--- src/rtl/kplic_if.sv ---
// Register bus between the core and the kplic interrupt controller.
interface kplic_if;
    logic [7:0]  kplic_addr;
    logic        kplic_rd;
    logic        kplic_wr;
    logic [31:0] kplic_wdata;
    logic [31:0] kplic_rdata;

    modport master (
        output kplic_addr, kplic_rd, kplic_wr, kplic_wdata,
        input  kplic_rdata
    );

    modport slave (
        input  kplic_addr, kplic_rd, kplic_wr, kplic_wdata,
        output kplic_rdata
    );
endinterface

--- src/rtl/kplic.sv ---
// Platform-level external interrupt controller: gateways, priority arbiter, claim/complete.
// Optional edge-triggered sources are built when KPLIC_EDGE_TRIG_EN is defined.
module kplic #(
    parameter int SRC_NUM    = 8,
    parameter int PRIO_WIDTH = 3
) (
    input  logic               cpu_clk,
    input  logic               cpu_rst,
    input  logic [SRC_NUM-1:0] irq_src,
    kplic_if.slave             bus,
    output logic               kplic_int
);

    localparam logic [1:0] ST_IDLE       = 2'd0;
    localparam logic [1:0] ST_PENDING    = 2'd1;
    localparam logic [1:0] ST_IN_SERVICE = 2'd2;

    localparam logic [7:0] ADDR_PENDING   = 8'h40;
    localparam logic [7:0] ADDR_ENABLE    = 8'h41;
    localparam logic [7:0] ADDR_THRESHOLD = 8'h42;
    localparam logic [7:0] ADDR_CLAIM     = 8'h43;
    localparam logic [7:0] ADDR_TRIG      = 8'h44;

    logic [SRC_NUM:1]      s_meta;
    logic [SRC_NUM:1]      s_src;
    logic [SRC_NUM:1]      trig;
    logic [SRC_NUM:1]      enable;
    logic [SRC_NUM:1]      pend_vec;
    logic [PRIO_WIDTH-1:0] prio [1:SRC_NUM];
    logic [PRIO_WIDTH-1:0] threshold;
    logic [1:0]            gw [1:SRC_NUM];

    logic [4:0]            win_id;
    logic [PRIO_WIDTH-1:0] win_prio;
    logic [4:0]            claim_id;
    logic                  claim_fire;
    logic                  cmpl_fire;
    logic [4:0]            cmpl_id;
    logic [31:0]           rd_mux;
    logic                  unused_bus;

`ifdef KPLIC_EDGE_TRIG_EN
    logic [SRC_NUM:1]      edge_mode;
    logic [SRC_NUM:1]      s_prev;
    logic [SRC_NUM:1]      rise;
    logic [SRC_NUM:1]      deferred;
`endif

    assign unused_bus = ^bus.kplic_wdata;

    always_ff @(posedge cpu_clk or posedge cpu_rst) begin
        if (cpu_rst) begin
            s_meta <= '0;
            s_src  <= '0;
        end else begin
            s_meta <= irq_src;
            s_src  <= s_meta;
        end
    end

`ifdef KPLIC_EDGE_TRIG_EN
    always_ff @(posedge cpu_clk or posedge cpu_rst) begin
        if (cpu_rst) s_prev <= '0;
        else         s_prev <= s_src;
    end

    assign rise = s_src & ~s_prev;
    assign trig = (edge_mode & rise) | (~edge_mode & s_src);
`else
    assign trig = s_src;
`endif

    // Strict '>' keeps the lowest ID on ties; a zero priority never beats the initial 0.
    always_comb begin
        win_id   = '0;
        win_prio = '0;
        pend_vec = '0;
        for (int i = 1; i <= SRC_NUM; i++) begin
            pend_vec[i] = (gw[i] == ST_PENDING);
            if (gw[i] == ST_PENDING && enable[i] && prio[i] > win_prio) begin
                win_id   = 5'(i);
                win_prio = prio[i];
            end
        end
    end

    assign claim_id   = (win_prio > threshold) ? win_id : 5'd0;
    assign claim_fire = bus.kplic_rd && !bus.kplic_wr && bus.kplic_addr == ADDR_CLAIM;
    assign cmpl_fire  = bus.kplic_wr && bus.kplic_addr == ADDR_CLAIM;
    assign cmpl_id    = bus.kplic_wdata[4:0];

    always_comb begin
        rd_mux = '0;
        for (int i = 1; i <= SRC_NUM; i++) begin
            if (bus.kplic_addr == 8'(i)) rd_mux = 32'(prio[i]);
        end
        case (bus.kplic_addr)
            ADDR_PENDING:   rd_mux = 32'({pend_vec, 1'b0});
            ADDR_ENABLE:    rd_mux = 32'({enable, 1'b0});
            ADDR_THRESHOLD: rd_mux = 32'(threshold);
            ADDR_CLAIM:     rd_mux = 32'(claim_id);
`ifdef KPLIC_EDGE_TRIG_EN
            ADDR_TRIG:      rd_mux = 32'({edge_mode, 1'b0});
`endif
            default:        ;
        endcase
    end

    // A write wins over a simultaneous read, so the read data simply holds.
    always_ff @(posedge cpu_clk or posedge cpu_rst) begin
        if (cpu_rst) begin
            bus.kplic_rdata <= '0;
            kplic_int       <= 1'b0;
        end else begin
            if (bus.kplic_rd && !bus.kplic_wr) bus.kplic_rdata <= rd_mux;
            kplic_int <= (win_prio > threshold);
        end
    end

    always_ff @(posedge cpu_clk or posedge cpu_rst) begin
        if (cpu_rst) begin
            for (int i = 1; i <= SRC_NUM; i++) prio[i] <= '0;
            enable    <= '0;
            threshold <= '0;
`ifdef KPLIC_EDGE_TRIG_EN
            edge_mode <= '0;
`endif
        end else if (bus.kplic_wr) begin
            for (int i = 1; i <= SRC_NUM; i++) begin
                if (bus.kplic_addr == 8'(i)) prio[i] <= bus.kplic_wdata[PRIO_WIDTH-1:0];
            end
            case (bus.kplic_addr)
                ADDR_ENABLE:    enable    <= bus.kplic_wdata[SRC_NUM:1];
                ADDR_THRESHOLD: threshold <= bus.kplic_wdata[PRIO_WIDTH-1:0];
`ifdef KPLIC_EDGE_TRIG_EN
                ADDR_TRIG:      edge_mode <= bus.kplic_wdata[SRC_NUM:1];
`endif
                default:        ;
            endcase
        end
    end

    // Completing an ID that is not in service (or out of range) matches no gateway.
    always_ff @(posedge cpu_clk or posedge cpu_rst) begin
        if (cpu_rst) begin
            for (int i = 1; i <= SRC_NUM; i++) gw[i] <= ST_IDLE;
`ifdef KPLIC_EDGE_TRIG_EN
            deferred <= '0;
`endif
        end else begin
            for (int i = 1; i <= SRC_NUM; i++) begin
                case (gw[i])
                    ST_IDLE: begin
                        if (trig[i]) gw[i] <= ST_PENDING;
                    end
                    ST_PENDING: begin
                        if (claim_fire && claim_id == 5'(i)) gw[i] <= ST_IN_SERVICE;
                    end
                    ST_IN_SERVICE: begin
`ifdef KPLIC_EDGE_TRIG_EN
                        if (cmpl_fire && cmpl_id == 5'(i)) begin
                            gw[i]       <= (deferred[i] || (edge_mode[i] && rise[i])) ? ST_PENDING : ST_IDLE;
                            deferred[i] <= 1'b0;
                        end else if (edge_mode[i] && rise[i]) begin
                            deferred[i] <= 1'b1;
                        end
`else
                        if (cmpl_fire && cmpl_id == 5'(i)) gw[i] <= ST_IDLE;
`endif
                    end
                    default: gw[i] <= ST_IDLE;
                endcase
            end
        end
    end

endmodule

--- src/flat_wrapper.sv ---
// flat-port wrapper written by rule: the top's interface ports become plain ports
module kplic_flat 
#(
    parameter int SRC_NUM    = 8,
    parameter int PRIO_WIDTH = 3
)
  (cpu_clk, cpu_rst, irq_src, kplic_int, bus_kplic_addr, bus_kplic_rd, bus_kplic_wr, bus_kplic_wdata, bus_kplic_rdata);
  kplic_if bus_i ();
  input  logic cpu_clk;
  input  logic cpu_rst;
  input  logic [SRC_NUM-1:0] irq_src;
  output logic kplic_int;
  input wire logic [$bits(bus_i.kplic_addr)-1:0] bus_kplic_addr;
  input wire logic [$bits(bus_i.kplic_rd)-1:0] bus_kplic_rd;
  input wire logic [$bits(bus_i.kplic_wr)-1:0] bus_kplic_wr;
  input wire logic [$bits(bus_i.kplic_wdata)-1:0] bus_kplic_wdata;
  output wire logic [$bits(bus_i.kplic_rdata)-1:0] bus_kplic_rdata;
  assign bus_i.kplic_addr = bus_kplic_addr;
  assign bus_i.kplic_rd = bus_kplic_rd;
  assign bus_i.kplic_wr = bus_kplic_wr;
  assign bus_i.kplic_wdata = bus_kplic_wdata;
  assign bus_kplic_rdata = bus_i.kplic_rdata;
  kplic #(.SRC_NUM(SRC_NUM), .PRIO_WIDTH(PRIO_WIDTH)) u_core (.cpu_clk(cpu_clk), .cpu_rst(cpu_rst), .irq_src(irq_src), .bus(bus_i), .kplic_int(kplic_int));
endmodule
--- config.mk ---
export PLATFORM = sky130hd
export DESIGN_NAME = kplic_flat
export DESIGN_NICKNAME = d
export VERILOG_FILES = /design/src/rtl/kplic_if.sv /design/src/rtl/kplic.sv /design/src/flat_wrapper.sv
export SDC_FILE = /design/constraint.sdc
export NUM_CORES = 1
export LEC_CHECK = 0
export BUFFER_PORTS_ARGS = -buffer_cell sky130_fd_sc_hd__clkbuf_2
export CAP_MARGIN = 20
export CORE_ASPECT_RATIO = 0.8
export CORE_MARGIN = 2
export CORE_UTILIZATION = 60
export CTS_CLUSTER_SIZE = 30
export DETAILED_ROUTE_END_ITERATION = 7
export GPL_ROUTABILITY_DRIVEN = 0
export PLACE_DENSITY_LB_ADDON = 0.25
export SYNTH_ARGS = -nofsm -noshare
export SYNTH_HDL_FRONTEND = slang
export SYNTH_SLANG_ARGS = --single-unit
--- constraint.sdc ---
create_clock -name cpu_clk -period 20.3 [get_ports cpu_clk]
set_input_delay 0 -clock cpu_clk [delete_from_list [all_inputs] [get_ports cpu_clk]]
set_output_delay 0 -clock cpu_clk [all_outputs]
set_load 0.02 [all_outputs]
== After elaboration in Yosys (flattened, before gate mapping) ==
Index checks and enable logic that the tools add are counted.
Widths: inputs -> output; s select.

* Flip-flop bits (word level): 100
* Latch bits: 0
* RAM bits: 0
* Memory bits (read-only): 0
* Output and inout bits: 33
* Word-level logic and storage cells: 219
* Memories: 0

* Add/sub/neg operators: 0
* Multipliers: 0
* Div/mod/pow operators: 0
* Magnitude comparators: 9
* Eq/ne operators: 68
* Shift-type cells: 0
* Muxes and demuxes: 58
* Bitwise operators: 0
* Reduce and logical (&&, ||, !) cells: 62

{| class="wikitable"
|+ Operators by type and width
! kind !! number
|-
| $mux 3 || 20
|-
| $mux 2 || 26
|-
| $pmux 2 s3 || 8
|-
| $eq 5x3->1 const B || 8
|-
| $pmux 9 s4 || 1
|-
| $logic_and 1x1->1 || 35
|-
| $eq 8x3->1 const B || 4
|-
| $eq 8x7->1 const B || 4
|-
| $ne 2x1->1 const B || 16
|-
| $gt 3x3->1 || 8
|-
| $reduce_and 3->1 || 8
|-
| $eq 5x2->1 const B || 4
|-
| $reduce_and 2->1 || 10
|-
| $eq 2x1->1 const B || 8
|-
| $eq 2x2->1 const B || 8
|-
| $eq 8x2->1 const B || 2
|-
| $logic_not 2->1 || 8
|-
| $ne 2x2->1 const B || 8
|-
| $eq 5x1->1 const B || 2
|-
| $eq 5x4->1 const B || 2
|-
| $eq 8x1->1 const B || 1
|-
| $eq 8x4->1 const B || 1
|-
| $mux 4 || 2
|-
| $gt 3x1->1 const B || 1
|-
| 2 further kinds || 2
|}

== Longest topological paths before layout ==
Gate-level depths: netlist of run 1.

* Depth in word-level cells: 31
* Mapped depth: 63

== Least setup slack after synthesis of run 1 ==
No wires, ideal clock.

* Kind: reg2reg
* Start: reg u_core.gw[15] (netlist name)
* End: reg u_core.gw[11] (netlist name)
* Data arrival time: 11.667 ns
* Required time: 20.235 ns
* Setup slack: 8.569 ns
* Stages on the path, launching flop included: 59
* Path buffers: 3
* Cells stage by stage: dfrtp_1 and3b_2 nand2_1 ha_1 nand2_1 o21ai_4 and2_4 buf_6 mux2_2 ha_1 and2_1 a311oi_2 o21a_1 buf_6 nor2_1 a21oi_1 ha_1 nor2_1 [23 not listed] nand2b_1 nand4_1 mux2_4 ha_1 nand3_1 nand3_1 a21oi_1 clkbuf_1 o21ai_1 ha_1 nor2b_1 o21ai_0 inv_1 o21ai_0 or4_1 nor4_1 o22a_1 o21a_1

* Word-level cells in the longest chain between the ends: 31

{| class="wikitable"
|+ RTL lines
! element !! RTL line !! RTL
|-
| start, declared || kplic.sv:31 || <nowiki>logic [1:0] gw [1:SRC_NUM];</nowiki>
|-
| start signal, assigned by index || kplic.sv:154 || <nowiki>if (trig[i]) gw[i] <= ST_PENDING;</nowiki>
|-
| start signal, assigned by index || kplic.sv:157 || <nowiki>if (claim_fire && claim_id == 5'(i)) gw[i] <= ST_IN_SERVICE;</nowiki>
|-
| start signal, assigned by index || kplic.sv:168 || <nowiki>if (cmpl_fire && cmpl_id == 5'(i)) gw[i] <= ST_IDLE;</nowiki>
|-
| $eq 2x1->1 (*) || kplic.sv:80 || <nowiki>if (gw[i] == ST_PENDING && enable[i] && prio[i] > win_prio) begin</nowiki>
|-
| $logic_and 1x1->1 (*) (2 in a row) || kplic.sv:80 ||
|-
| $mux 3 || kplic.sv:80 ||
|-
| $gt 3x3->1 || kplic.sv:80 ||
|-
| $logic_and 1x1->1 || kplic.sv:80 ||
|-
| $mux 3 || kplic.sv:80 ||
|-
| $gt 3x3->1 || kplic.sv:80 ||
|-
| $logic_and 1x1->1 || kplic.sv:80 ||
|-
| [14 not listed] || - ||
|-
| $logic_and 1x1->1 || kplic.sv:80 ||
|-
| $mux 3 || kplic.sv:80 ||
|-
| $gt 3x3->1 || kplic.sv:87 || <nowiki>assign claim_id = (win_prio > threshold) ? win_id : 5'd0;</nowiki>
|-
| $mux 4 (*) || kplic.sv:87 ||
|-
| $eq 5x2->1 (*) || kplic.sv:157 ||
|-
| $logic_and 1x1->1 (*) || kplic.sv:157 ||
|-
| $ne 2x2->1 (no source line) (*) || - ||
|-
| $reduce_and 3->1 (no source line) (*) || - ||
|}

Every way passes the cells marked *; elsewhere a longest branch is shown, timed or not.
A chain may end at the register's enable or synchronous reset.

== Worst setup path in the final report of run 1 ==
* Start: reg u_core.gw[14] (netlist name)
* End: reg u_core.gw[11] (netlist name)

The elaborated chain is that of the path after synthesis.

==> out/results.txt, run 1 <==
The run finished with clean final reports. The minimum hold slack is 0.0258 ns, and the via count of the first global-routing pass is 3752. Total of buffers placed on input and output ports: 38.

For the worst setup path, the data arrival time is 14.19 ns. The cell area that synthesis handed to floorplanning was 0.00476 mm^2. The number of fillers in the final layout is 625, and the synthesized flop and latch total is 77.

The overall routing resource usage is 0.286, and the largest net degree at the start of global routing is 78. The CTS sink count came out at 77. The tools report the initial antenna violation count as 0. Static timing analysis puts the maximum clock frequency at 72.0 MHz. Average footprint of a synthesized cell: 9.91 um^2. The floorplan core area came out at 0.00780 mm^2.

The tool flagged a number of max-cap violations equal to 0. Among all flip-flop cells after synthesis, the most frequent one is sky130_fd_sc_hd__dfrtp_1. The logs give 55.4 uV for the peak ir drop on the vdd network and 19200 um for the wire length of the first global-routing pass. For the headroom to the max-slew limit, the log shows 0.366. For the worst-skew pair, the clock arrives at the later sink with an insertion delay of 0.37 ns. In this run the static leakage power is 0.00239 uW.

In this run the core area contains 29 standard-cell rows. The placed wire-length estimate after detailed placement was 8440 um; the synthesis-to-layout area growth was 9.97%. For the proportion of power drawn by combinational gates, the log shows 0.197. In this run the clock root is driven by a sky130_fd_sc_hd__clkbuf_8.

For this design the ratio of total power to cell area is 63.7 mW/mm^2. After clock tree synthesis, the clock-pin slew on the worst setup and hold paths is 0.08 ns. For the pin with the worst max-slew slack, the measured transition is 0.951 ns. The total iterations of the first detailed-routing run was 5. TritonCTS built the clock tree. The number of synthesis warnings is 0.

The largest single stage delay on the critical path is 0.65 ns. The post-route clock period utilization was 0.685. For this design the top-level I/O count stands at 85. The final routed wirelength across all metal layers is 11600 um. The worst setup path is launched from a flip-flop. Setup repair after global routing left no endpoint under its margin. Registers take 0.00193 mm^2.

The multi-input combinational cells in the finished layout cover a total of 0.00257 mm^2. Largest buffer count on any clock path: 2. The cell count after synthesis came out at 480.

The critical path required time is 20.59 ns. The residual overflow from global routing is 0. The synthesized design contains 0 enable-type register cells. The floorplan step set the die width to 104 um.

The initial core utilization is 0.610. The largest fanout on the critical path was 11; the final number of hold-violating endpoints was 0. Leaving out fill and tap cells, the most frequent cell in the layout is sky130_fd_sc_hd__dfrtp_1. After clock tree synthesis, the repair step resized 0 gates.

The count of antenna-violating nets left after detailed routing was 0; the worst-case clock skew was 0.0172 ns. The repair_antennas step left the layout with diodes totalling 0. The kind of critical path was flip-flop to flip-flop.

The DRC violation count after routing came out at 0. The worst setup path is captured at a flip-flop. The analysis attributes to net switching a power of 105 uW.

The routed layout has 3907 vias. Internal power comes to 228 uW. After detailed routing, the number of vias per cell comes to 6.10. Counting stages on the worst path, the most repeated cell is sky130_fd_sc_hd__ha_1.

The fraction of registers with async set or reset after synthesis was 1.00. The post-synthesis sequential area ratio is 0.405, and the final-layout setup total negative slack is 0 ns. For the finished layout, the period the worst path requires is 13.90 ns.

The max-slew violation total from the final report was 0; the H-tree level count was 3. TritonCTS created 9 clock buffers. In the layout the commonest cells are sky130_fd_sc_hd__dfrtp_1 (77), sky130_fd_sc_hd__nand2_1 (44), sky130_fd_sc_hd__clkbuf_2 (38). The die covers 0.00866 mm^2. Dividing the detail-routed wire length by the instance count gives 18.2 um.

The min-delay analysis places its worst path in the category input port to flip-flop. Slowest cell on the critical path: sky130_fd_sc_hd__or4_1. Number of nets in the layout: 596. The initial detailed-routing violation count is 287. The net switching share of the total power is 0.314.

The number of distinct library cell variants in the gate-level netlist after synthesis is 79, and the height of the die is 83.6 um. The share of cells above drive strength 1 was 0.207; the clock share of power was 0.306. Part of the power in registers: 0.498.

Number of setup violations in the final report: 0.
cell families after synthesis:
group / count (synthesis) / share of synthesized area
AO/OA/AOI/OAI: 118 / 0.183
XOR/XNOR: 2 / 0.00368
adder cells (fa/ha/maj): 22 / 0.0552
buffers and inverters: 64 / 0.0721
flip-flops: 77 / 0.405
multiplexers: 42 / 0.108
other: 1 / 0.000788
AND/OR/NAND/NOR: 154 / 0.173
registers in the layout, indices dropped and copies added (netlist names):
| register | cells |
|---|---|
| u_core.s_meta | 8 |
| u_core.enable | 8 |
| u_core.gw | 16 |
| u_core.kplic_int | 1 |
| u_core.threshold | 3 |
| u_core.bus.kplic_rdata | 9 |
| u_core.s_src | 8 |
| u_core.prio | 24 |
worst max-delay path, delay by kind of cell (launching register included):
family	cells	cell delay, ns
AO/OA/AOI/OAI	21	4.83
AND/OR/NAND/NOR	21	3.92
adder cells (fa/ha/maj)	11	3.06
multiplexers	4	1.40
flip-flops	1	0.47
buffers and inverters	2	0.12
power groups by stage:
stage	registers, uW	clock network, uW	logic (uW)
2_1_floorplan	168	0	49.2
3_3_place_gp	168	0	59.7
3_5_place_dp	169	0	62.4
4_1_cts	165	104	65.0
5_1_grt	166	111	72.9
6_report	166	102	65.5
layer usage:
layer / track usage / vias up / share of wire
met1: 0.393 / 1910 / 0.44
met4: 0.0799 / 0 / 0.013
met5: 0 / - / 0
met3: 0.0664 / 14 / 0.081
met2: 0.459 / 172 / 0.47
li1: - / 1811 / -
Yosys cell counts, drive strengths merged (12+ instances only):
library cell	count	area, um^2
a21oi	22	133
buf	27	204
clkbuf	12	45.0
dfrtp	77	1930
ha	17	213
inv	25	93.8
mux2	31	353
nand2	44	165
nand3	17	85.1
nor2	31	116
o21ai	35	186
final cells by class:
| type | count | area share |
|---|---|---|
| inverter | 25 | 0.0182 |
| clock inverter | 6 | 0.00741 |
| tap | 108 | 0.0258 |
| multi-input combinational | 361 | 0.491 |
| clock buffer | 10 | 0.0244 |
| sequential | 77 | 0.368 |
| timing repair buffer | 53 | 0.0646 |
what timing repair did:
| item | CTS | global route |
|---|---|---|
| hold endpoints to repair | 90 | 0 |
| hold buffers | 14 | 0 |
| setup endpoints to repair | 0 | 0 |
| setup buffers | 0 | 0 |
path summary, 6_finish.rpt:
path	slack (ns)	cells past startpoint	to	startpoint
max reg2reg	6.40	59	u_core.gw[11]	u_core.gw[14]
min	0.03	2	u_core.enable[3]	bus_kplic_wdata[3]
min in group asynchronous	0.47	4	u_core.enable[4]	cpu_rst
max in group asynchronous	19.21	4	u_core.prio[13]	cpu_rst
min reg2reg	0.35	0	u_core.s_src[1]	u_core.s_meta[1]
max	6.40	59	u_core.gw[11]	u_core.gw[14]
per-stage QoR:
step	area [um^2]	total power, uW	cells	utilization	setup slack [ns]
finish	5230	333	640	0.671	6.40
global route	5230	350	640	0.671	5.35
CTS	5230	334	640	0.671	6.49
detailed placement	4920	231	610	0.631	6.57
global placement	4920	228	610	0.631	7.05
floorplan	4840	217	502	-	8.57
(Power assumes the default switching activity.)
==> inputs of run 2 (changes only) <==
--- a/config.mk
+++ b/config.mk
@@ -5,11 +5,12 @@
 export SDC_FILE = /design/constraint.sdc
 export NUM_CORES = 1
 export LEC_CHECK = 0
+export ABC_AREA = 1
 export BUFFER_PORTS_ARGS = -buffer_cell sky130_fd_sc_hd__clkbuf_2
 export CAP_MARGIN = 20
 export CORE_ASPECT_RATIO = 0.8
 export CORE_MARGIN = 2
-export CORE_UTILIZATION = 60
+export CORE_UTILIZATION = 56
 export CTS_CLUSTER_SIZE = 30
 export DETAILED_ROUTE_END_ITERATION = 7
 export GPL_ROUTABILITY_DRIVEN = 0
==> constraint.sdc (replaced) <==
create_clock -name cpu_clk -period 13.1 [get_ports cpu_clk]
set_input_delay 0 -clock cpu_clk [delete_from_list [all_inputs] [get_ports cpu_clk]]
set_output_delay 0 -clock cpu_clk [all_outputs]
set_load 0.02 [all_outputs]
==> out/results.txt, run 2 <==
The flow ran to the end, and the final reports show no timing, DRC or antenna violations. The number of nets in the layout was 746 (+25%). The area of all sequential standard cells is 0.00193 mm^2 (unchanged). Wire length of the first global-routing pass: 18800 um (-2.4%).

The cell with the most instances after synthesis was sky130_fd_sc_hd__nand2_1. For the via count of the first global-routing pass, the log shows 4019 (+7.1%). The buffer count from post-CTS setup fixing is 0 (unchanged). The register with the most flip-flops is u_core.prio.

The tools report the number of fillers in the final layout as 671 (+7.4%). The height of the die came out at 86.0 um (+2.9%). The DRC violation count after routing was 0 (unchanged). The total placed instance area was 0.00492 mm^2 (-0.13%); the reported leakage power was 0.00273 uW (+14%). The final-layout setup total negative slack was 0 ns (unchanged). The chip width works out to 107 um (+2.9%). The post-route clock period utilization came out at 0.831 (+0.147). The maximum clock rate was 91.8 MHz (+28%); the overall routing resource usage was 0.267 (-0.0191). The flip-flop count of the largest register after layout came out at 24 (unchanged). Setup repair after global routing left no endpoint under its margin.

The final instance area is 0.00532 mm^2 (+1.7%), and the transition time at the pin with the least slew margin is 0.926 ns (-0.0254 ns). Family with the most delay on the worst path: simple AND/OR/NAND/NOR gates. The number of antenna diodes came out at 0 (unchanged). The critical path data arrival time was 11.15 ns (-3.04 ns); the routed wirelength normalized by instance count was 14.5 um (-20%). The average footprint of a synthesized cell was 7.61 um^2 (-23%). The power density over the cells was 114 mW/mm^2 (+79%).

The share of cells above drive strength 1 was 0.148 (-0.0587); the netlist area before placement was 0.00471 mm^2 (-0.95%). CTS placed an instance of sky130_fd_sc_hd__clkbuf_8 at the clock tree root. The logs give 3 (unchanged) for the H-tree level count and 0 (unchanged) for the number of setup violations in the final report. The run gives 13.36 ns (-7.23 ns) as the critical path required time.

The register clock-pin slew on the reported worst setup and hold paths came out at 0.08 ns (about the same). The tools report the initial antenna violation count as 0 (unchanged). Worst path buffer plus inverter count: 9 (+7).

The largest buffer count on any clock path came out at 2 (unchanged). The critical path endpoint category was a flip-flop. The total of buffers placed on input and output ports was 38 (unchanged); the number of distinct library cell variants in the gate-level netlist after synthesis was 47 (-41%). The logs give 17 (+3) for the quantity of hold-fixing buffers added after cts and 78 (unchanged) for the largest net degree at the start of global routing. TritonCTS built the clock tree.

The tools report the vias after detailed routing as 4242 (+8.6%). The tools report the peak ir drop on the vdd network as 93.0 uV (+68%). The logs give 0.0107 ns (-0.00644 ns) for the worst-case clock skew and 0.0766 ns (+0.0508 ns) for the minimum hold slack. The logs give 619 (+29%) for the count of mapped cells out of synthesis and 0.383 (+0.0170) for the headroom to the max-slew limit. The largest fanout on the critical path works out to 12 (+1). Number of maximum-capacitance violations: 0 (unchanged).

The floorplan core area is 0.00806 mm^2 (+3.3%). The largest registers in the layout are u_core.prio: 24 flops, u_core.gw: 16 flops, u_core.bus.kplic_rdata: 9 flops. The library cells used most frequently in the layout, excluding fill and tap cells, are sky130_fd_sc_hd__nand2_1 (149), sky130_fd_sc_hd__inv_1 (86), sky130_fd_sc_hd__dfrtp_1 (77). The via count normalized by instance count is 5.37 (-12%).

The most common cell after layout, fill and taps aside is sky130_fd_sc_hd__nand2_1. The max-slew violation total from the final report was 0 (unchanged). The largest individual stage delay along the critical path comes from the cell sky130_fd_sc_hd__nor2_1.

The count of antenna-violating nets left after detailed routing is 0 (unchanged). The multi-input gate area in the final layout came out at 0.00230 mm^2 (-10%). The tools report the TritonCTS buffer count as 9 (unchanged). The number of synthesis warnings was 0 (unchanged). The synthesized flop and latch total was 77 (unchanged).

The largest stage delay on the critical path is 0.48 ns (-0.17 ns), and the die outline area is 0.00917 mm^2 (+5.9%). The number of primary I/O pins was 85 (unchanged); the placed wire-length estimate after detailed placement was 8530 um (+1.1%). The total iterations of the first detailed-routing run is 5 (unchanged). The kind of critical path is flip-flop to flip-flop. The final number of hold-violating endpoints is 0 (unchanged).

Summed over all instances, the cell type with the most area after synthesis is sky130_fd_sc_hd__dfrtp_1. The logs give 0 (unchanged) for the residual overflow from global routing and 0.585 (-0.0248) for the initial core utilization. The initial detailed-routing violation count came out at 383 (+33%). Counting instances in the post-synthesis netlist gives the leading cell types as sky130_fd_sc_hd__nand2_1 (149), sky130_fd_sc_hd__inv_1 (87), sky130_fd_sc_hd__dfrtp_1 (77).

The final routed wirelength across all metal layers was 11500 um (-1.5%). Among all flip-flop cells after synthesis, the most frequent one is sky130_fd_sc_hd__dfrtp_1. The run gives 0.409 (+0.00387) as the post-synthesis sequential area ratio.

In the post-synthesis netlist, the biggest area contributors are sky130_fd_sc_hd__dfrtp_1 (41%), sky130_fd_sc_hd__nand2_1 (12%), sky130_fd_sc_hd__inv_1 (6.9%). The number of rows in the core area was 29 (unchanged); the fraction of registers with async set or reset after synthesis was 1.00 (unchanged). Relative to the synthesized area, the layout overhead comes to 12.9%. The CTS sink count came out at 77 (unchanged). The tightest min-delay check is of the input port to flip-flop type. The area fraction of the dominant cell type after synthesis is 0.409 (+0.00387).

STA classifies the critical path startpoint as a flip-flop. The shortest period the worst path allows is 10.89 ns (-3.01 ns). The count of flip-flops with a built-in enable after synthesis is 0 (unchanged). The quantity of gates resized following cts came out at 0 (unchanged). Clock insertion delay at the later pin of the skew report: 0.36 ns (about the same).
## run 2: final timing paths
kind                                    start                to  slack, ns  cells past startpoint
min in group asynchronous             cpu_rst  u_core.s_meta[8]       0.47                      4
max                             u_core.gw[15]     u_core.gw[10]       2.21                     61
max reg2reg                     u_core.gw[15]     u_core.gw[10]       2.21                     61
max in group asynchronous             cpu_rst    u_core.prio[9]      12.03                      4
min                        bus_kplic_wdata[0]      u_core.gw[5]       0.08                      5
min reg2reg                  u_core.s_meta[6]   u_core.s_src[6]       0.35                      0
## run 2: cells by family after synthesis
kind of cell    Yosys count  synth area share
compound gates          102             0.134
flops                    77             0.409
mux                       1           0.00212
other cells               1          0.000796
simple gates            296             0.290
buf+inv                 125             0.119
fa+ha+maj                17            0.0451
## run 2: area by class of cell
type / count / share of cell area
multi-input cells: 439 / 0.433
flip-flops and latches: 77 / 0.362
repair buffers: 56 / 0.0691
inverters: 94 / 0.0666
clock buffers: 10 / 0.0259
well taps: 108 / 0.0254
clock inverters: 6 / 0.0176
## run 2: per-layer routing
layer | global-route usage | wire length (um) | vias to the layer above
met5 | 0 | 0 | -
met1 | 0.364 | 5130 | 1964
met3 | 0.0631 | 933 | 23
met4 | 0.0838 | 230 | 0
met2 | 0.426 | 5170 | 190
li1 | - | - | 2065
## run 2: worst reg2reg max path, delay by kind of cell, from the launching register on
family	cells	cell delay [ns]
adder cells (fa/ha/maj)	8	2.24
AO/OA/AOI/OAI	10	2.46
flip-flops	1	0.40
AND/OR/NAND/NOR	34	4.84
buffers and inverters	9	0.86
## run 2: power by group
group	switching (uW)	internal [uW]
combinational	99.6	48.2
clock	91.8	114
sequential	6.72	247
## run 2: through the flow
stage | utilization | power, uW | setup WS [ns] | std cells
after floorplan | - | 373 | 3.77 | 641
after detailed placement | 0.611 | 400 | 2.41 | 757
after CTS | 0.660 | 610 | 2.31 | 790
after global routing | 0.660 | 641 | 1.30 | 790
after global placement | 0.611 | 393 | 2.78 | 757
final | 0.660 | 608 | 2.21 | 790
